$ cat src/rtl/tile_router_sequencer_if.sv
// rtl/tile_router_sequencer_if.sv - control, router-programming and FIFO handshake bus of the tile router sequencer (o_stall_cycles present with ROUTER_PERF_CNT_EN)
interface tile_router_sequencer_if #(
   parameter int ADDR_WIDTH = 8,
   parameter int ID_W       = 2,
   parameter int KR_W       = 2
);
   logic                  i_en;
   logic                  i_reg_clear;
   logic                  i_pop_en;
   logic                  i_conv_mode;
   logic [ADDR_WIDTH-1:0] i_start_addr;
   logic [ADDR_WIDTH-1:0] i_i_size;
   logic [ADDR_WIDTH-1:0] i_o_size;
   logic [ADDR_WIDTH-1:0] i_stride;
   logic [ADDR_WIDTH-1:0] i_i_c_size;
   logic [KR_W:0]         i_k_size;
   logic                  i_fifo_pop_ready;
   logic                  i_fifo_empty;
   logic [ID_W-1:0]       o_id;
   logic [KR_W-1:0]       o_k_row;
   logic [ADDR_WIDTH-1:0] o_start_addr;
   logic [ADDR_WIDTH-1:0] o_end_addr;
   logic                  o_addr_write_en;
   logic [ID_W:0]         o_group_count;
   logic                  o_route_en;
   logic                  o_pop_en;
   logic                  o_reg_clear;
   logic                  o_ready;
   logic                  o_done;
   logic                  o_context_done;
`ifdef ROUTER_PERF_CNT_EN
   logic [31:0]           o_stall_cycles;
`endif

   // sequencer side
   modport master (
      input  i_en, i_reg_clear, i_pop_en, i_conv_mode, i_start_addr, i_i_size,
             i_o_size, i_stride, i_i_c_size, i_k_size, i_fifo_pop_ready, i_fifo_empty,
      output o_id, o_k_row, o_start_addr, o_end_addr, o_addr_write_en, o_group_count,
             o_route_en, o_pop_en, o_reg_clear, o_ready, o_done, o_context_done
`ifdef ROUTER_PERF_CNT_EN
      , output o_stall_cycles
`endif
   );

   // upper control / tile reader side
   modport slave (
      output i_en, i_reg_clear, i_pop_en, i_conv_mode, i_start_addr, i_i_size,
             i_o_size, i_stride, i_i_c_size, i_k_size, i_fifo_pop_ready, i_fifo_empty,
      input  o_id, o_k_row, o_start_addr, o_end_addr, o_addr_write_en, o_group_count,
             o_route_en, o_pop_en, o_reg_clear, o_ready, o_done, o_context_done
`ifdef ROUTER_PERF_CNT_EN
      , input o_stall_cycles
`endif
   );
endinterface

$ cat src/rtl/tile_router_sequencer.sv
// rtl/tile_router_sequencer.sv - walks the output map and programs NHWC address windows into routers per context (ROUTER_PERF_CNT_EN adds a CMP stall counter)
module tile_router_sequencer #(
   parameter int NUM_ROUTERS = 4,
   parameter int ADDR_WIDTH  = 8,
   parameter int MAX_K       = 3,
   parameter int ID_W        = (NUM_ROUTERS > 1) ? $clog2(NUM_ROUTERS) : 1,
   parameter int KR_W        = (MAX_K > 1) ? $clog2(MAX_K) : 1
) (
   input logic                     i_clk,
   input logic                     i_rst,
   tile_router_sequencer_if.master bus
);
   localparam int W2   = 2 * ADDR_WIDTH;
   localparam int KS_W = KR_W + 1;

   typedef enum logic [2:0] {
      S_IDLE, S_INIT, S_WRITE, S_STALL, S_CMP, S_DRAIN
   } state_t;

   state_t                state_q, state_d;

   // latched layer configuration
   logic [ADDR_WIDTH-1:0] cfg_base, cfg_w, cfg_o, cfg_s, cfg_c;
   logic [KS_W-1:0]       cfg_k;
   logic                  cfg_load;
   logic [KS_W-1:0]       k_in_eff;

   // write pointer: the pixel/row currently on the output bus
   logic [ADDR_WIDTH-1:0] ptr_r, ptr_c, ptr_r_d, ptr_c_d;
   logic [KR_W-1:0]       ptr_k, ptr_k_d;
   logic [ID_W-1:0]       ptr_id, ptr_id_d;
   logic                  xy_done_q, xy_done_d;

   // pointer advanced by one write
   logic [ADDR_WIDTH-1:0] adv_r, adv_c;
   logic [KR_W-1:0]       adv_k;
   logic [ID_W-1:0]       adv_id;
   logic                  k_last, c_last, r_last, pix_last, id_last, ctx_end;

   // address datapath source and results
   logic [ADDR_WIDTH-1:0] sel_r, sel_c;
   logic [KR_W-1:0]       sel_k;
   logic [W2-1:0]         row_w, pos_w, start_w, end_w;

   // registered outputs
   logic [ID_W-1:0]       id_q, id_d;
   logic [KR_W-1:0]       krow_q, krow_d;
   logic [ADDR_WIDTH-1:0] start_q, start_d, end_q, end_d;
   logic                  wr_q, wr_d;
   logic [ID_W:0]         gcnt_q, gcnt_d;
   logic                  route_q, route_d, pop_q, pop_d, clr_q, clr_d;
   logic                  ready_q, ready_d, done_q, done_d, cdone_q, cdone_d;

   // pointwise is a single-row kernel; K is kept within 1..MAX_K so k_row never overflows
   always_comb begin
      k_in_eff = bus.i_k_size;
      if (!bus.i_conv_mode || bus.i_k_size == '0)
         k_in_eff = KS_W'(1);
      else if (bus.i_k_size > KS_W'(MAX_K))
         k_in_eff = KS_W'(MAX_K);
   end

   // step the pointer: kernel row innermost, then column, then row
   always_comb begin
      k_last   = ({1'b0, ptr_k} + KS_W'(1)) == cfg_k;
      c_last   = ptr_c == cfg_o - ADDR_WIDTH'(1);
      r_last   = ptr_r == cfg_o - ADDR_WIDTH'(1);
      pix_last = k_last && c_last && r_last;
      id_last  = ptr_id == ID_W'(NUM_ROUTERS - 1);
      ctx_end  = k_last && (id_last || pix_last);
      adv_r    = ptr_r;
      adv_c    = ptr_c;
      adv_id   = ptr_id;
      adv_k    = k_last ? '0 : ptr_k + KR_W'(1);
      if (k_last) begin
         if (c_last) begin
            adv_c = '0;
            adv_r = ptr_r + ADDR_WIDTH'(1);
         end else begin
            adv_c = ptr_c + ADDR_WIDTH'(1);
         end
         adv_id = ctx_end ? '0 : ptr_id + ID_W'(1);
      end
   end

   // INIT presents the current pointer, WRITE presents the next one
   assign sel_r = (state_q == S_INIT) ? ptr_r : adv_r;
   assign sel_c = (state_q == S_INIT) ? ptr_c : adv_c;
   assign sel_k = (state_q == S_INIT) ? ptr_k : adv_k;

   // NHWC window at double width; truncation to ADDR_WIDTH happens at the register
   assign row_w   = W2'(sel_r) * W2'(cfg_s) + W2'(sel_k);
   assign pos_w   = (row_w * W2'(cfg_w) + W2'(sel_c) * W2'(cfg_s)) * W2'(cfg_c);
   assign start_w = W2'(cfg_base) + pos_w;
   assign end_w   = start_w + W2'(cfg_k) * W2'(cfg_c);

   // next state and next registered outputs
   always_comb begin
      state_d   = state_q;
      cfg_load  = 1'b0;
      ptr_r_d   = ptr_r;
      ptr_c_d   = ptr_c;
      ptr_k_d   = ptr_k;
      ptr_id_d  = ptr_id;
      xy_done_d = xy_done_q;
      id_d      = id_q;
      krow_d    = krow_q;
      start_d   = start_q;
      end_d     = end_q;
      wr_d      = 1'b0;
      gcnt_d    = gcnt_q;
      route_d   = route_q;
      pop_d     = pop_q;
      clr_d     = 1'b0;
      ready_d   = ready_q;
      done_d    = done_q;
      cdone_d   = 1'b0;
      case (state_q)
         S_IDLE: begin
            if (bus.i_en && !done_q) begin
               state_d   = S_INIT;
               cfg_load  = 1'b1;
               ptr_r_d   = '0;
               ptr_c_d   = '0;
               ptr_k_d   = '0;
               ptr_id_d  = '0;
               xy_done_d = 1'b0;
            end
         end
         S_INIT: begin
            ready_d = 1'b0;
            gcnt_d  = '0;
            if (cfg_o == '0) begin
               xy_done_d = 1'b1;
               state_d   = S_STALL;
            end else begin
               wr_d    = 1'b1;
               id_d    = ptr_id;
               krow_d  = ptr_k;
               start_d = start_w[ADDR_WIDTH-1:0];
               end_d   = end_w[ADDR_WIDTH-1:0];
               state_d = S_WRITE;
            end
         end
         S_WRITE: begin
            ptr_r_d  = adv_r;
            ptr_c_d  = adv_c;
            ptr_k_d  = adv_k;
            ptr_id_d = adv_id;
            if (ctx_end) begin
               gcnt_d    = {1'b0, ptr_id} + (ID_W + 1)'(1);
               xy_done_d = pix_last;
               state_d   = S_STALL;
            end else begin
               wr_d    = 1'b1;
               id_d    = adv_id;
               krow_d  = adv_k;
               start_d = start_w[ADDR_WIDTH-1:0];
               end_d   = end_w[ADDR_WIDTH-1:0];
            end
         end
         S_STALL: begin
            route_d = 1'b1;
            state_d = S_CMP;
         end
         S_CMP: begin
            if (bus.i_fifo_pop_ready) begin
               route_d = 1'b0;
               ready_d = 1'b1;
               pop_d   = 1'b1;
               state_d = S_DRAIN;
            end
         end
         S_DRAIN: begin
            if (bus.i_fifo_empty) begin
               pop_d   = 1'b0;
               ready_d = 1'b0;
               clr_d   = 1'b1;
               if (xy_done_q) begin
                  done_d  = 1'b1;
                  state_d = S_IDLE;
               end else begin
                  cdone_d = 1'b1;
                  state_d = S_INIT;
               end
            end else begin
               pop_d = bus.i_pop_en;
            end
         end
         default: state_d = S_IDLE;
      endcase
   end

   // state, pointer and output registers; reset and soft clear behave identically
   always_ff @(posedge i_clk) begin
      if (i_rst || bus.i_reg_clear) begin
         state_q   <= S_IDLE;
         ptr_r     <= '0;
         ptr_c     <= '0;
         ptr_k     <= '0;
         ptr_id    <= '0;
         xy_done_q <= 1'b0;
         id_q      <= '0;
         krow_q    <= '0;
         start_q   <= '0;
         end_q     <= '0;
         wr_q      <= 1'b0;
         gcnt_q    <= '0;
         route_q   <= 1'b0;
         pop_q     <= 1'b0;
         clr_q     <= 1'b0;
         ready_q   <= 1'b0;
         done_q    <= 1'b0;
         cdone_q   <= 1'b0;
      end else begin
         state_q   <= state_d;
         ptr_r     <= ptr_r_d;
         ptr_c     <= ptr_c_d;
         ptr_k     <= ptr_k_d;
         ptr_id    <= ptr_id_d;
         xy_done_q <= xy_done_d;
         id_q      <= id_d;
         krow_q    <= krow_d;
         start_q   <= start_d;
         end_q     <= end_d;
         wr_q      <= wr_d;
         gcnt_q    <= gcnt_d;
         route_q   <= route_d;
         pop_q     <= pop_d;
         clr_q     <= clr_d;
         ready_q   <= ready_d;
         done_q    <= done_d;
         cdone_q   <= cdone_d;
      end
   end

   // configuration is captured only when a layer starts
   always_ff @(posedge i_clk) begin
      if (i_rst || bus.i_reg_clear) begin
         cfg_base <= '0;
         cfg_w    <= '0;
         cfg_o    <= '0;
         cfg_s    <= '0;
         cfg_c    <= '0;
         cfg_k    <= '0;
      end else if (cfg_load) begin
         cfg_base <= bus.i_start_addr;
         cfg_w    <= bus.i_i_size;
         cfg_o    <= bus.i_o_size;
         cfg_s    <= bus.i_stride;
         cfg_c    <= bus.i_i_c_size;
         cfg_k    <= k_in_eff;
      end
   end

`ifdef ROUTER_PERF_CNT_EN
   logic [31:0] stall_q;

   // saturating count of CMP cycles spent waiting on the tile FIFO
   always_ff @(posedge i_clk) begin
      if (i_rst || bus.i_reg_clear)
         stall_q <= '0;
      else if (state_q == S_CMP && !bus.i_fifo_pop_ready && stall_q != '1)
         stall_q <= stall_q + 32'd1;
   end

   assign bus.o_stall_cycles = stall_q;
`endif

   assign bus.o_id            = id_q;
   assign bus.o_k_row         = krow_q;
   assign bus.o_start_addr    = start_q;
   assign bus.o_end_addr      = end_q;
   assign bus.o_addr_write_en = wr_q;
   assign bus.o_group_count   = gcnt_q;
   assign bus.o_route_en      = route_q;
   assign bus.o_pop_en        = pop_q;
   assign bus.o_reg_clear     = clr_q;
   assign bus.o_ready         = ready_q;
   assign bus.o_done          = done_q;
   assign bus.o_context_done  = cdone_q;
endmodule

$ cat src/flat_wrapper.sv
// flat-port wrapper written by rule: the top's interface ports become plain ports
module tile_router_sequencer_flat 
#(
   parameter int NUM_ROUTERS = 4,
   parameter int ADDR_WIDTH  = 8,
   parameter int MAX_K       = 3,
   parameter int ID_W        = (NUM_ROUTERS > 1) ? $clog2(NUM_ROUTERS) : 1,
   parameter int KR_W        = (MAX_K > 1) ? $clog2(MAX_K) : 1
)
  (i_clk, i_rst, bus_i_en, bus_i_reg_clear, bus_i_pop_en, bus_i_conv_mode, bus_i_start_addr, bus_i_i_size, bus_i_o_size, bus_i_stride, bus_i_i_c_size, bus_i_k_size, bus_i_fifo_pop_ready, bus_i_fifo_empty, bus_o_id, bus_o_k_row, bus_o_start_addr, bus_o_end_addr, bus_o_addr_write_en, bus_o_group_count, bus_o_route_en, bus_o_pop_en, bus_o_reg_clear, bus_o_ready, bus_o_done, bus_o_context_done);
  tile_router_sequencer_if #(.ADDR_WIDTH(ADDR_WIDTH), .ID_W(ID_W), .KR_W(KR_W)) bus_i ();
  input logic i_clk;
  input logic i_rst;
  input wire logic [$bits(bus_i.i_en)-1:0] bus_i_en;
  input wire logic [$bits(bus_i.i_reg_clear)-1:0] bus_i_reg_clear;
  input wire logic [$bits(bus_i.i_pop_en)-1:0] bus_i_pop_en;
  input wire logic [$bits(bus_i.i_conv_mode)-1:0] bus_i_conv_mode;
  input wire logic [$bits(bus_i.i_start_addr)-1:0] bus_i_start_addr;
  input wire logic [$bits(bus_i.i_i_size)-1:0] bus_i_i_size;
  input wire logic [$bits(bus_i.i_o_size)-1:0] bus_i_o_size;
  input wire logic [$bits(bus_i.i_stride)-1:0] bus_i_stride;
  input wire logic [$bits(bus_i.i_i_c_size)-1:0] bus_i_i_c_size;
  input wire logic [$bits(bus_i.i_k_size)-1:0] bus_i_k_size;
  input wire logic [$bits(bus_i.i_fifo_pop_ready)-1:0] bus_i_fifo_pop_ready;
  input wire logic [$bits(bus_i.i_fifo_empty)-1:0] bus_i_fifo_empty;
  output wire logic [$bits(bus_i.o_id)-1:0] bus_o_id;
  output wire logic [$bits(bus_i.o_k_row)-1:0] bus_o_k_row;
  output wire logic [$bits(bus_i.o_start_addr)-1:0] bus_o_start_addr;
  output wire logic [$bits(bus_i.o_end_addr)-1:0] bus_o_end_addr;
  output wire logic [$bits(bus_i.o_addr_write_en)-1:0] bus_o_addr_write_en;
  output wire logic [$bits(bus_i.o_group_count)-1:0] bus_o_group_count;
  output wire logic [$bits(bus_i.o_route_en)-1:0] bus_o_route_en;
  output wire logic [$bits(bus_i.o_pop_en)-1:0] bus_o_pop_en;
  output wire logic [$bits(bus_i.o_reg_clear)-1:0] bus_o_reg_clear;
  output wire logic [$bits(bus_i.o_ready)-1:0] bus_o_ready;
  output wire logic [$bits(bus_i.o_done)-1:0] bus_o_done;
  output wire logic [$bits(bus_i.o_context_done)-1:0] bus_o_context_done;
  assign bus_i.i_en = bus_i_en;
  assign bus_i.i_reg_clear = bus_i_reg_clear;
  assign bus_i.i_pop_en = bus_i_pop_en;
  assign bus_i.i_conv_mode = bus_i_conv_mode;
  assign bus_i.i_start_addr = bus_i_start_addr;
  assign bus_i.i_i_size = bus_i_i_size;
  assign bus_i.i_o_size = bus_i_o_size;
  assign bus_i.i_stride = bus_i_stride;
  assign bus_i.i_i_c_size = bus_i_i_c_size;
  assign bus_i.i_k_size = bus_i_k_size;
  assign bus_i.i_fifo_pop_ready = bus_i_fifo_pop_ready;
  assign bus_i.i_fifo_empty = bus_i_fifo_empty;
  assign bus_o_id = bus_i.o_id;
  assign bus_o_k_row = bus_i.o_k_row;
  assign bus_o_start_addr = bus_i.o_start_addr;
  assign bus_o_end_addr = bus_i.o_end_addr;
  assign bus_o_addr_write_en = bus_i.o_addr_write_en;
  assign bus_o_group_count = bus_i.o_group_count;
  assign bus_o_route_en = bus_i.o_route_en;
  assign bus_o_pop_en = bus_i.o_pop_en;
  assign bus_o_reg_clear = bus_i.o_reg_clear;
  assign bus_o_ready = bus_i.o_ready;
  assign bus_o_done = bus_i.o_done;
  assign bus_o_context_done = bus_i.o_context_done;
  tile_router_sequencer #(.NUM_ROUTERS(NUM_ROUTERS), .ADDR_WIDTH(ADDR_WIDTH), .MAX_K(MAX_K), .ID_W(ID_W), .KR_W(KR_W)) u_core (.i_clk(i_clk), .i_rst(i_rst), .bus(bus_i));
endmodule
$ cat config.mk
export PLATFORM = sky130hd
export DESIGN_NAME = tile_router_sequencer_flat
export DESIGN_NICKNAME = d
export VERILOG_FILES = /design/src/rtl/tile_router_sequencer_if.sv /design/src/rtl/tile_router_sequencer.sv /design/src/flat_wrapper.sv
export SDC_FILE = /design/constraint.sdc
export NUM_CORES = 1
export LEC_CHECK = 0
export ABC_AREA = 1
export CAP_MARGIN = 20
export CORE_ASPECT_RATIO = 1.4
export CORE_UTILIZATION = 45
export CTS_CLUSTER_SIZE = 28
export DETAILED_ROUTE_END_ITERATION = 10
export HOLD_SLACK_MARGIN = 0.03
export MAX_ROUTING_LAYER = met4
export SLEW_MARGIN = 40
export SYNTH_ARGS = -nofsm -noshare
export SYNTH_HDL_FRONTEND = slang
export SYNTH_SLANG_ARGS = --single-unit
export TNS_END_PERCENT = 20
$ cat constraint.sdc
create_clock -name i_clk -period 15.5 [get_ports i_clk]
set_input_delay 3.1 -clock i_clk [delete_from_list [all_inputs] [get_ports i_clk]]
set_output_delay 3.1 -clock i_clk [all_outputs]
set_load 0.01 [all_outputs]
==> results of run 1 <==
==> cells in the final DEF (no fill, tap or decap), drive strengths merged, types with 17 or more instances in the layout <==
master / count
fa: 73
xor2: 29
ha: 86
inv: 259
o21ai: 92
dfxtp: 97
nand2: 338
nand3: 87
nor2: 139
a21oi: 75
clkdlybuf4s50: 80
xnor2: 28
nand4: 17
==> sequential cells by signal, summed over array words and instances (netlist names), 3 cells and up <==
register / count
u_core.bus.o_group_count: 3
u_core.cfg_s: 8
u_core.cfg_k: 3
u_core.cfg_o: 8
u_core.bus.o_start_addr: 8
u_core.ptr_r: 8
u_core.ptr_c: 8
u_core.cfg_w: 8
u_core.cfg_c: 8
u_core.cfg_base: 8
u_core.state_q: 3
u_core.bus.o_end_addr: 8
==> cell type report <==
class / instances / area, sq um
Fill cell: 2151 / 10240
Multi-Input combinational cell: 996 / 6681
Sequential cell: 97 / 1942
Inverter: 258 / 968.4
Timing Repair Buffer: 85 / 838.3
Tap cell: 260 / 325.3
Clock buffer: 12 / 256.5
Clock inverter: 4 / 33.78
==> power by group through the flow <==
stage	registers [mW]	clock network [mW]	logic, mW
2_1_floorplan	0.269	0	0.0987
3_3_place_gp	0.274	0	0.142
3_5_place_dp	0.274	0	0.144
4_1_cts	0.268	0.236	0.145
5_1_grt	0.270	0.245	0.162
6_report	0.268	0.230	0.143
==> synth_stat cells, types with 2 or more instances <==
cell and count:
o21ai_0 80, fa_1 73, nand3_1 70, nor2_4 7
inv_1 246, a21oi_1 75, nor2_2 7, buf_4 4
nor2_1 125, and3_1 2, nand4_1 17, buf_1 2
xnor2_1 28, clkbuf_1 33, nand2_2 18, ha_1 86
nor4_1 5, o21ai_1 6, dfxtp_1 97, nand2_1 320
nand3b_1 4, nor3_1 5, o21ai_2 4, o21ai_4 2
a211oi_1 2, a31oi_1 5, nand3_2 16, inv_2 11
buf_2 8, xor2_1 29
==> worst min path at each step <==
| stage | startpoint | end | slack, ps | cells past startpoint |
|---|---|---|---|---|
| 6_report | u_core.bus.o_route_en | u_core.bus.o_route_en | 470 | 2 |
| 5_1_grt | u_core.bus.o_route_en | u_core.bus.o_route_en | 510 | 2 |
| 4_1_cts | u_core.bus.o_route_en | u_core.bus.o_route_en | 480 | 2 |
| 3_5_place_dp | u_core.bus.o_route_en | u_core.bus.o_route_en | 470 | 2 |
| 3_3_place_gp | u_core.bus.o_route_en | u_core.bus.o_route_en | 460 | 2 |
| 2_1_floorplan | u_core.xy_done_q | u_core.bus.o_context_done | 450 | 1 |
==> cells by family after synthesis <==
| logic type | count (synthesis) | synth area share |
|---|---|---|
| AO/OA/AOI/OAI | 180 | 0.09931 |
| flip-flops | 97 | 0.1984 |
| AND/OR/NAND/NOR | 600 | 0.2715 |
| buffers and inverters | 306 | 0.1207 |
| adder cells (fa/ha/maj) | 159 | 0.2592 |
| XOR/XNOR | 57 | 0.05100 |
==> critical path, delay by kind of cell, from the launching register on <==
kind / cells / cell delay [ps]
compound gates: 1 / 180
xor+xnor: 6 / 1110
buf+inv: 12 / 1040
fa+ha+maj: 20 / 8800
simple gates: 11 / 1670
flops: 1 / 420
==> routing by layer <==
layer | up-vias | global-route usage
met2 | 172 | 0.4632
met3 | 32 | 0.02788
met1 | 4115 | 0.3064
li1 | 4454 | -
met4 | 0 | 0.06349
met5 | - | -
==> per-stage QoR <==
stage | util | instance area (sq um) | std cells | worst slack [ps] | power, mW
after detailed placement | 0.5054 | 10760 | 1696 | 2212 | 0.4175
after global placement | 0.5052 | 10750 | 1696 | 2326 | 0.4160
after global routing | 0.5190 | 11050 | 1712 | 1267 | 0.6766
after floorplan | - | 9789 | 1399 | 3397 | 0.3676
final | 0.5190 | 11050 | 1712 | 2185 | 0.6410
after CTS | 0.5190 | 11050 | 1712 | 2134 | 0.6486
==> results.md, run 1 <==
Outcome:
- The flow ran to the end, and the final reports show no timing, DRC or antenna violations.

STA:
- The worst-case headroom to the max-slew limit is 0.4767.
- The share of the cycle needed by the critical path after routing is 0.8590.
- The number of pins with negative max-slew slack in the final report is 0.
- The tightest hold path in the finished design has a slack of 472.3 ps.
- Setup violations remaining at the end of the flow were counted as 0.
- The clock period minus worst slack is between 10000 and 15000 ps.
- The slew at the pin with the worst max-slew slack is 784.1 ps.
- For this run, the top clock speed supported by timing is 0.07510 GHz.
- The largest clock skew in the final design is between 10 and 15 ps.
- The number of failing hold endpoints at the final stage is 0.
- Setup repair after global routing left no endpoint under its margin.
- For the final routed database, the setup TNS stands at 0 ps.

Synthesis:
- Dividing the synthesized area by the synthesized cell count gives 6.997 sq um.
- The number of distinct library cells after synthesis is 42.
- The number of enable-type register cells in the synthesized netlist is 0.
- The synthesized design spends more area on one cell type than any other, namely dfxtp_1.
- Of the synthesized area, sequential elements account for 0.1984.
- The net count after synthesis is 1609.
- The Yosys step of the flow raised 0 warnings.
- Synthesis inferred 97 register bits.
- For this run, asynchronously set or reset flops after synthesis account for 0.
- The synthesized cell area is about 9800 sq um.
- Of the post-synthesis cell area, the dominant cell type holds 0.1984.
- After synthesis, the cell types taking the most area are dfxtp_1, fa_1, nand2_1, ha_1, inv_1.
- The main flop type after synthesis is dfxtp_1.
- Synthesis handed over a netlist of about 1400 instances.

Worst setup path:
- The launch instance of the worst register-to-register path is u_core.ptr_k[0].
- In this design, the stage delay of the slowest critical-path cell is 670 ps.
- The worst path required time is between 15000 and 20000 ps.
- The class of the most critical setup path is register to register.
- For flop-to-flop paths, the worst setup slack is 2180 ps.
- The critical path capture point is u_core.bus.o_end_addr[7].
- For the worst flop-to-flop path, the logic depth is 50.
- The origin of the worst setup path is u_core.ptr_k[0].
- The cell seen most often among critical-path stages is fa_1.
- The startpoint type of the worst setup path is a register.
- Data arrives at the worst endpoint at 13590 ps.
- In this run the worst path has a maximum fanout of 19.
- In this run the critical register-to-register path is captured at u_core.bus.o_end_addr[7].
- The worst setup path is captured at a register.
- The cell type of the slowest stage on the worst timing path is and3_1.

Drt:
- The top routing layer in use is met4.
- The number of remaining DRC errors is 0.
- The routed layout has 8773 vias.
- The sum of met3 wire segment lengths after detailed routing is 765 um.
- The count of nets left with antenna violations once routing finished came out at 0.
- The length of routed wiring on met1 is between 10 and 15 mm.
- After detailed routing, the met2 layer carries 13.68 mm of wire.
- The final routed wirelength across all metal layers is 26.27 mm.
- After the first detailed-routing iteration, the DRC count stood at 403.
- After detailed routing, the average wire length per cell comes to 15.35 um.
- The number of iterations in the first detailed-routing pass is 7.
- The mean number of vias per cell is 5.124.

Die:
- The region available for standard cell placement spans 21280 sq um.
- For this configuration, the core starts out at a cell density of 0.4600.
- The die covers 22360 sq um.
- The floorplan has 63 rows.
- Pin placement for this block handled 81 I/O pins.
- In this run the vertical extent of the chip is 176.5 um.
- In this run the horizontal extent of the chip is 126.7 um.

Placed design:
- The count of buffers added on input and output ports is 80.
- Routability-driven placement finished with a final weighted congestion of 0.9283.
- After legalization and detailed placement, the total HPWL measured 20.87 mm.

Power and ir drop:
- The combinational cell fraction of total power is 0.223.
- The power density of the placed cells is 58.04 nW/um^2.
- The clock network power share is 0.359.
- The share of total power dissipated in sequential elements is 0.418.
- The internal portion of the total power is 0.4292 mW.
- The maximum vdd ir drop is 0.00006746 V.
- Of the total power, the share spent switching nets is 0.3304.
- In this run the power spent charging and discharging nets is 0.2118 mW.
- In this run the static leakage power is 5.448 nW.

GRT:
- The global route total overflow is 0.
- The aggregate global-route resource usage is 0.2575.
- The number of global-route vias before repair came to about 8800.
- The first global-routing pass estimated 43.92 mm of wire.
- The number of antenna violations at the first check in global routing is 0.
- Entering global routing, the biggest net connects slightly above 70 pins.

Clocking:
- The setup fix buffers added after clock tree synthesis is 0.
- Hold repair after CTS inserted 0 buffers.
- The CTS tree is built.
- The tree built by TritonCTS fans out to 97 sinks.
- The clock-pin slew on the worst setup and hold paths is 80 ps.
- The later pin in the worst-skew pair is clocked with a latency of 370 ps.
- The maximum count of clock buffers along a single path is 2.
- The post-CTS resize count is 0.
- The root buffer cell is clkbuf_16.
- Clock tree synthesis inserted a total of 9 buffers.
- The H-tree generated during clock tree synthesis spans 3 levels.

Final layout:
- The relative area change from synthesis to final layout is 12.83%.
- The fraction of final layout cells with drive strength greater than 1 is 0.06336.
- The number of nets at the end of the flow is 1657.
- The antenna diode instance count is 0.

Min path:
- The tightest min-delay check is of the register to register type.

Run:
- Max-cap violations in this run came to 0.
Note: power is estimated with default switching activity, not from simulation.
==> run 2: changes to the inputs <==
ABC_AREA = 0   (was 1)
CTS_CLUSTER_DIAMETER = 100   (was default)
==> run 2 against run 1 <==
Register-to-register slack worse by 560 ps. Cell count is 15% lower. Die area is 4.1% lower. Synthesized area is 4.1% lower. Utilization is 0.060 points lower. Combinational power is 44% lower. Clock skew hardly changed. First-iteration DRC count is 7.7% lower. Non-clock buffer count is 1 higher.
==> results.md, run 2 <==
Drt:
- The DRC marker count from the first detailed-route iteration is 372 (was 403).
- The count of antenna-violating nets left after detailed routing came to 0 (unchanged).
- The number of remaining DRC errors was 0 (unchanged).
- The final routed wirelength across all metal layers was 23.88 mm (was 26.27 mm).
- The average wire per cell in the routed design is 16.38 um (was 15.35 um).
- The mean number of vias per cell is 5.307 (was 5.124).
- The number of vias in the routed layout is 7738 (was 8773).
- The number of iterations in the first detailed-routing pass is 5 (was 7).

STA:
- The worst-case headroom to the max-slew limit is 0.5407 (was 0.4767).
- The slew at the pin with the worst max-slew slack is 671.6 ps (was 784.1 ps).
- The number of failing hold endpoints at the final stage is 0 (unchanged).
- The largest clock skew in the final design is 12.03 ps (was 12.04 ps).
- The number of pins with negative max-slew slack in the final report is 0 (unchanged).
- The total negative slack is 0 ps (unchanged).
- The share of the cycle needed by the critical path after routing is 0.8953 (was 0.8590).
- Unrepaired setup endpoints after global routing: no (unchanged).
- The maximum clock frequency came to 0.07206 GHz (was 0.07510 GHz).
- The number of endpoints failing setup at the final stage was 0 (unchanged).
- The clock period minus worst slack is 13880 ps (was 13320 ps).

Clocking:
- The post-CTS resize count is 0 (unchanged).
- The cts-stage hold buffer count is 0 (unchanged).
- The number of buffers created by CTS came to 9 (unchanged).
- The CTS tree is built (unchanged).
- The count of H-tree levels built during CTS is 3 (unchanged).
- The root buffer cell is clkbuf_16 (unchanged).
- The setup fix buffers added after clock tree synthesis came to 0 (unchanged).
- The TritonCTS sink count is 97 (unchanged).
- The worst-skew pair later-pin latency is 370 ps (about the same).
- The maximum count of clock buffers along a single path is 2 (unchanged).
- The clock-pin slew on the worst setup and hold paths came to 70 ps (was 80 ps).

Worst setup path:
- The sort of element at the end of the critical path is a register (unchanged).
- The worst path required time is 15760 ps (was 15780 ps).
- The cell seen most often among critical-path stages is fa_1 (unchanged).
- The maximum single-stage delay on the critical path is 560 ps (was 670 ps).
- The cell type of the slowest stage on the worst timing path is fa_1 (was and3_1).
- The startpoint type of the worst setup path is a register (unchanged).
- The largest driver fanout on the critical path is 10 (was 19).
- The class of the most critical setup path is register to register (unchanged).
- The worst path arrival time was 14140 ps (was 13590 ps).

GRT:
- The global route total overflow is 0 (unchanged).
- The aggregate global-route resource usage is 0.2458 (was 0.2575).
- The met2 routing resource usage after global routing was 0.4286 (was 0.4632).
- The layer with the highest usage after global routing is met2 (unchanged).
- The number of antenna violations at the first check in global routing was 0 (unchanged).
- The global-route met3 utilization was 0.03628 (was 0.02788).
- The pin count of the biggest net entering global routing is 46 (was 71).
- The wire length of the first global-routing pass is 39.37 mm (was 43.92 mm).
- The fraction of met1 tracks used by global routing came to 0.2808 (was 0.3064).
- The number of global-route vias before repair was 7839 (was 8816).

Final layout:
- The fraction of final layout cells with drive strength greater than 1 is 0.03827 (was 0.06336).
- The relative area change from synthesis to final layout is 13.13% (was 12.83%).
- The area occupied by multi-input gates is 6750 sq um (was 6681 sq um).
- The number of nets at the end of the flow is 1407 (was 1657).
- The filler cell count in the final layout came to 2018 (was 2151).
- The most common library cell in the layout ignoring fill and taps is nand2_1 (unchanged).
- The summed area of non-filler cells in the final layout was 10620 sq um (was 11050 sq um).
- Most used cells in the layout excluding fill and tap cells: nand2_1, inv_1, a21oi_1, dfxtp_1, ha_1 (was nand2_1, inv_1, nor2_1, dfxtp_1, ha_1).
- The antenna diode instance count is 0 (unchanged).
- The register area is 1942 sq um (unchanged).

Synthesis:
- The instance count of the mapped netlist is 1155 (was 1399).
- The share of flip-flops with an asynchronous set or reset after synthesis was 0 (unchanged).
- The fraction of synthesized cell area taken by the top area cell type came to 0.2069 (was 0.1984).
- The cell with the most instances after synthesis is nand2_1 (unchanged).
- The average cell area after synthesis was 8.125 sq um (was 6.997 sq um).
- The net count after synthesis is 1365 (was 1609).
- Commonest cells in the synthesized netlist: nand2_1, inv_1, a21oi_1 (was nand2_1, inv_1, nor2_1).
- The number of distinct library cells after synthesis was 68 (was 42).
- The portion of the post-synthesis area used by sequential elements is 0.2069 (was 0.1984).
- The synthesized flop and latch total is 97 (unchanged).
- Dominant cells by area after synthesis: dfxtp_1, fa_1, ha_1, nand2_1, xnor2_1 (was dfxtp_1, fa_1, nand2_1, ha_1, inv_1).
- The cell taking the most area after synthesis is dfxtp_1 (unchanged).
- The synthesized cell area is 9384 sq um (was 9789 sq um).
- The yosys synthesis warning count came to 0 (unchanged).
- The number of enable-type register cells in the synthesized netlist is 0 (unchanged).
- The main flop type after synthesis was dfxtp_1 (unchanged).

Die:
- The starting density of the core is 0.4582 (was 0.4600).
- The die extent in y is 172.9 um (was 176.5 um).
- The overall die area is 21440 sq um (was 22360 sq um).
- The count of boundary I/O pins is 81 (unchanged).
- The overall die width was 124.0 um (was 126.7 um).
- The number of core rows is 62 (was 63).
- The area of the core is 20480 sq um (was 21280 sq um).

Power and ir drop:
- The switching power was 0.1660 mW (was 0.2118 mW).
- The clock network power share is 0.400 (was 0.359).
- The share of total power in sequential cells was 0.460 (was 0.418).
- The maximum vdd ir drop is 0.00005907 V (was 0.00006746 V).
- The internal power component is 0.4035 mW (was 0.4292 mW).
- The leakage power is 4.585 nW (was 5.448 nW).
- The combinational cell fraction of total power came to 0.141 (was 0.223).
- The power density of the placed cells is 53.65 nW/um^2 (was 58.04 nW/um^2).
- The fraction of power spent switching nets is 0.2915 (was 0.3304).

Placed design:
- The total cell area at the placement stage is 10330 sq um (was 10760 sq um).
- The count of buffers from port buffering was 80 (unchanged).
- The final weighted congestion in routability-driven placement came to 0.8886 (was 0.9283).
- The half-perimeter wire length after placement came to 18.63 mm (was 20.87 mm).

Outcome:
- Status: complete, no violations (unchanged).

Min path:
- The kind of path behind the tightest hold check is register to register (unchanged).

Run:
- The max capacitance violation total came to 0 (unchanged).
run 2: cell types whose count changed in the layout (fill, tap and decap cells not counted), sizes merged, moves of 55 or more:
cell	before	now
and2	1	56
inv	259	117
nand2	338	206
nand3	87	17
nor2	139	83
o21ai	92	16
run 2: final timing paths:
| check | start | end | slack, ps | cells after the start |
|---|---|---|---|---|
| max | u_core.ptr_k[0] | u_core.bus.o_end_addr[7] | 1620 | 44 |
| min | u_core.cfg_base[5] | u_core.cfg_base[5] | 460 | 2 |
| min reg2reg | u_core.cfg_base[5] | u_core.cfg_base[5] | 460 | 2 |
| max reg2reg | u_core.ptr_k[0] | u_core.bus.o_end_addr[7] | 1620 | 44 |
run 2: logic make-up (layout without fill, tap and decap cells):
family                     count (synthesis)  in the layout  synth area share
buffers and inverters                    171            218           0.07467
muxes                                     10             10           0.01080
xor gates and xnor gates                 105            105            0.1057
AOI/OAI and AO/OA                        176            176            0.1157
DFF                                       97             97            0.2069
and+or+nand+nor                          437            437            0.2157
adders and majority gates                159            159            0.2704
run 2: critical path: cells and delay by family, from the launching register on:
| family | cells | cell delay (ps) |
|---|---|---|
| adders and majority gates | 20 | 8930 |
| xor gates and xnor gates | 7 | 1960 |
| and+or+nand+nor | 7 | 1690 |
| DFF | 1 | 440 |
| AOI/OAI and AO/OA | 3 | 380 |
| buffers and inverters | 7 | 330 |
run 2: metal layers:
metal | vias to the layer above | wire (um)
met5 | - | 0
met4 | 0 | 536
met3 | 37 | 773
met2 | 134 | 12530
met1 | 3712 | 10040
li1 | 3855 | -
run 2: final cells by class:
type                    instances  share of cell area
well taps                     256             0.03017
repair buffers                 86             0.08273
clock inverters                 6            0.004832
flip-flops and latches         97              0.1829
clock buffers                  10             0.02251
multi-input cells             887              0.6358
inverters                     116             0.04101
run 2: power by group through the flow:
stage          sequential [mW]  combinational, mW  clock (mW)
6_report                 0.262             0.0801       0.228
5_1_grt                  0.263             0.0894       0.243
2_1_floorplan            0.263             0.0526           0
3_5_place_dp             0.268             0.0805           0
4_1_cts                  0.262             0.0811       0.233
3_3_place_gp             0.268             0.0786           0
run 2: through the flow:
step | setup WS, ps | power (mW) | utilization | hold slack, ps | instances
final | 1623 | 0.5695 | 0.5184 | 455.1 | 1458
after global routing | 803.8 | 0.5956 | 0.5184 | 480.7 | 1458
after CTS | 1614 | 0.5757 | 0.5184 | 458.8 | 1458
after detailed placement | 1659 | 0.3483 | 0.5042 | 449.2 | 1442
after global placement | 2074 | 0.3463 | 0.5019 | 444.4 | 1440
after floorplan | 2734 | 0.3152 | - | 436.3 | 1155
==> run 3: changes to the inputs <==
--- a/config.mk
+++ b/config.mk
@@ -11,5 +11,5 @@
 export CORE_UTILIZATION = 45
 export CTS_CLUSTER_DIAMETER = 100
-export CTS_CLUSTER_SIZE = 28
+export CTS_CLUSTER_SIZE = 12
 export DETAILED_ROUTE_END_ITERATION = 10
 export HOLD_SLACK_MARGIN = 0.03
@@ -19,3 +19,2 @@
 export SYNTH_HDL_FRONTEND = slang
 export SYNTH_SLANG_ARGS = --single-unit
-export TNS_END_PERCENT = 20
==> constraint.sdc (replaced) <==
create_clock -name i_clk -period 15.5 [get_ports i_clk]
set_input_delay 1.55 -clock i_clk [delete_from_list [all_inputs] [get_ports i_clk]]
set_output_delay 1.55 -clock i_clk [all_outputs]
set_load 0.01 [all_outputs]
==> results of run 3 <==
The final DEF is identical to that of run 2; final timing and power are the same.
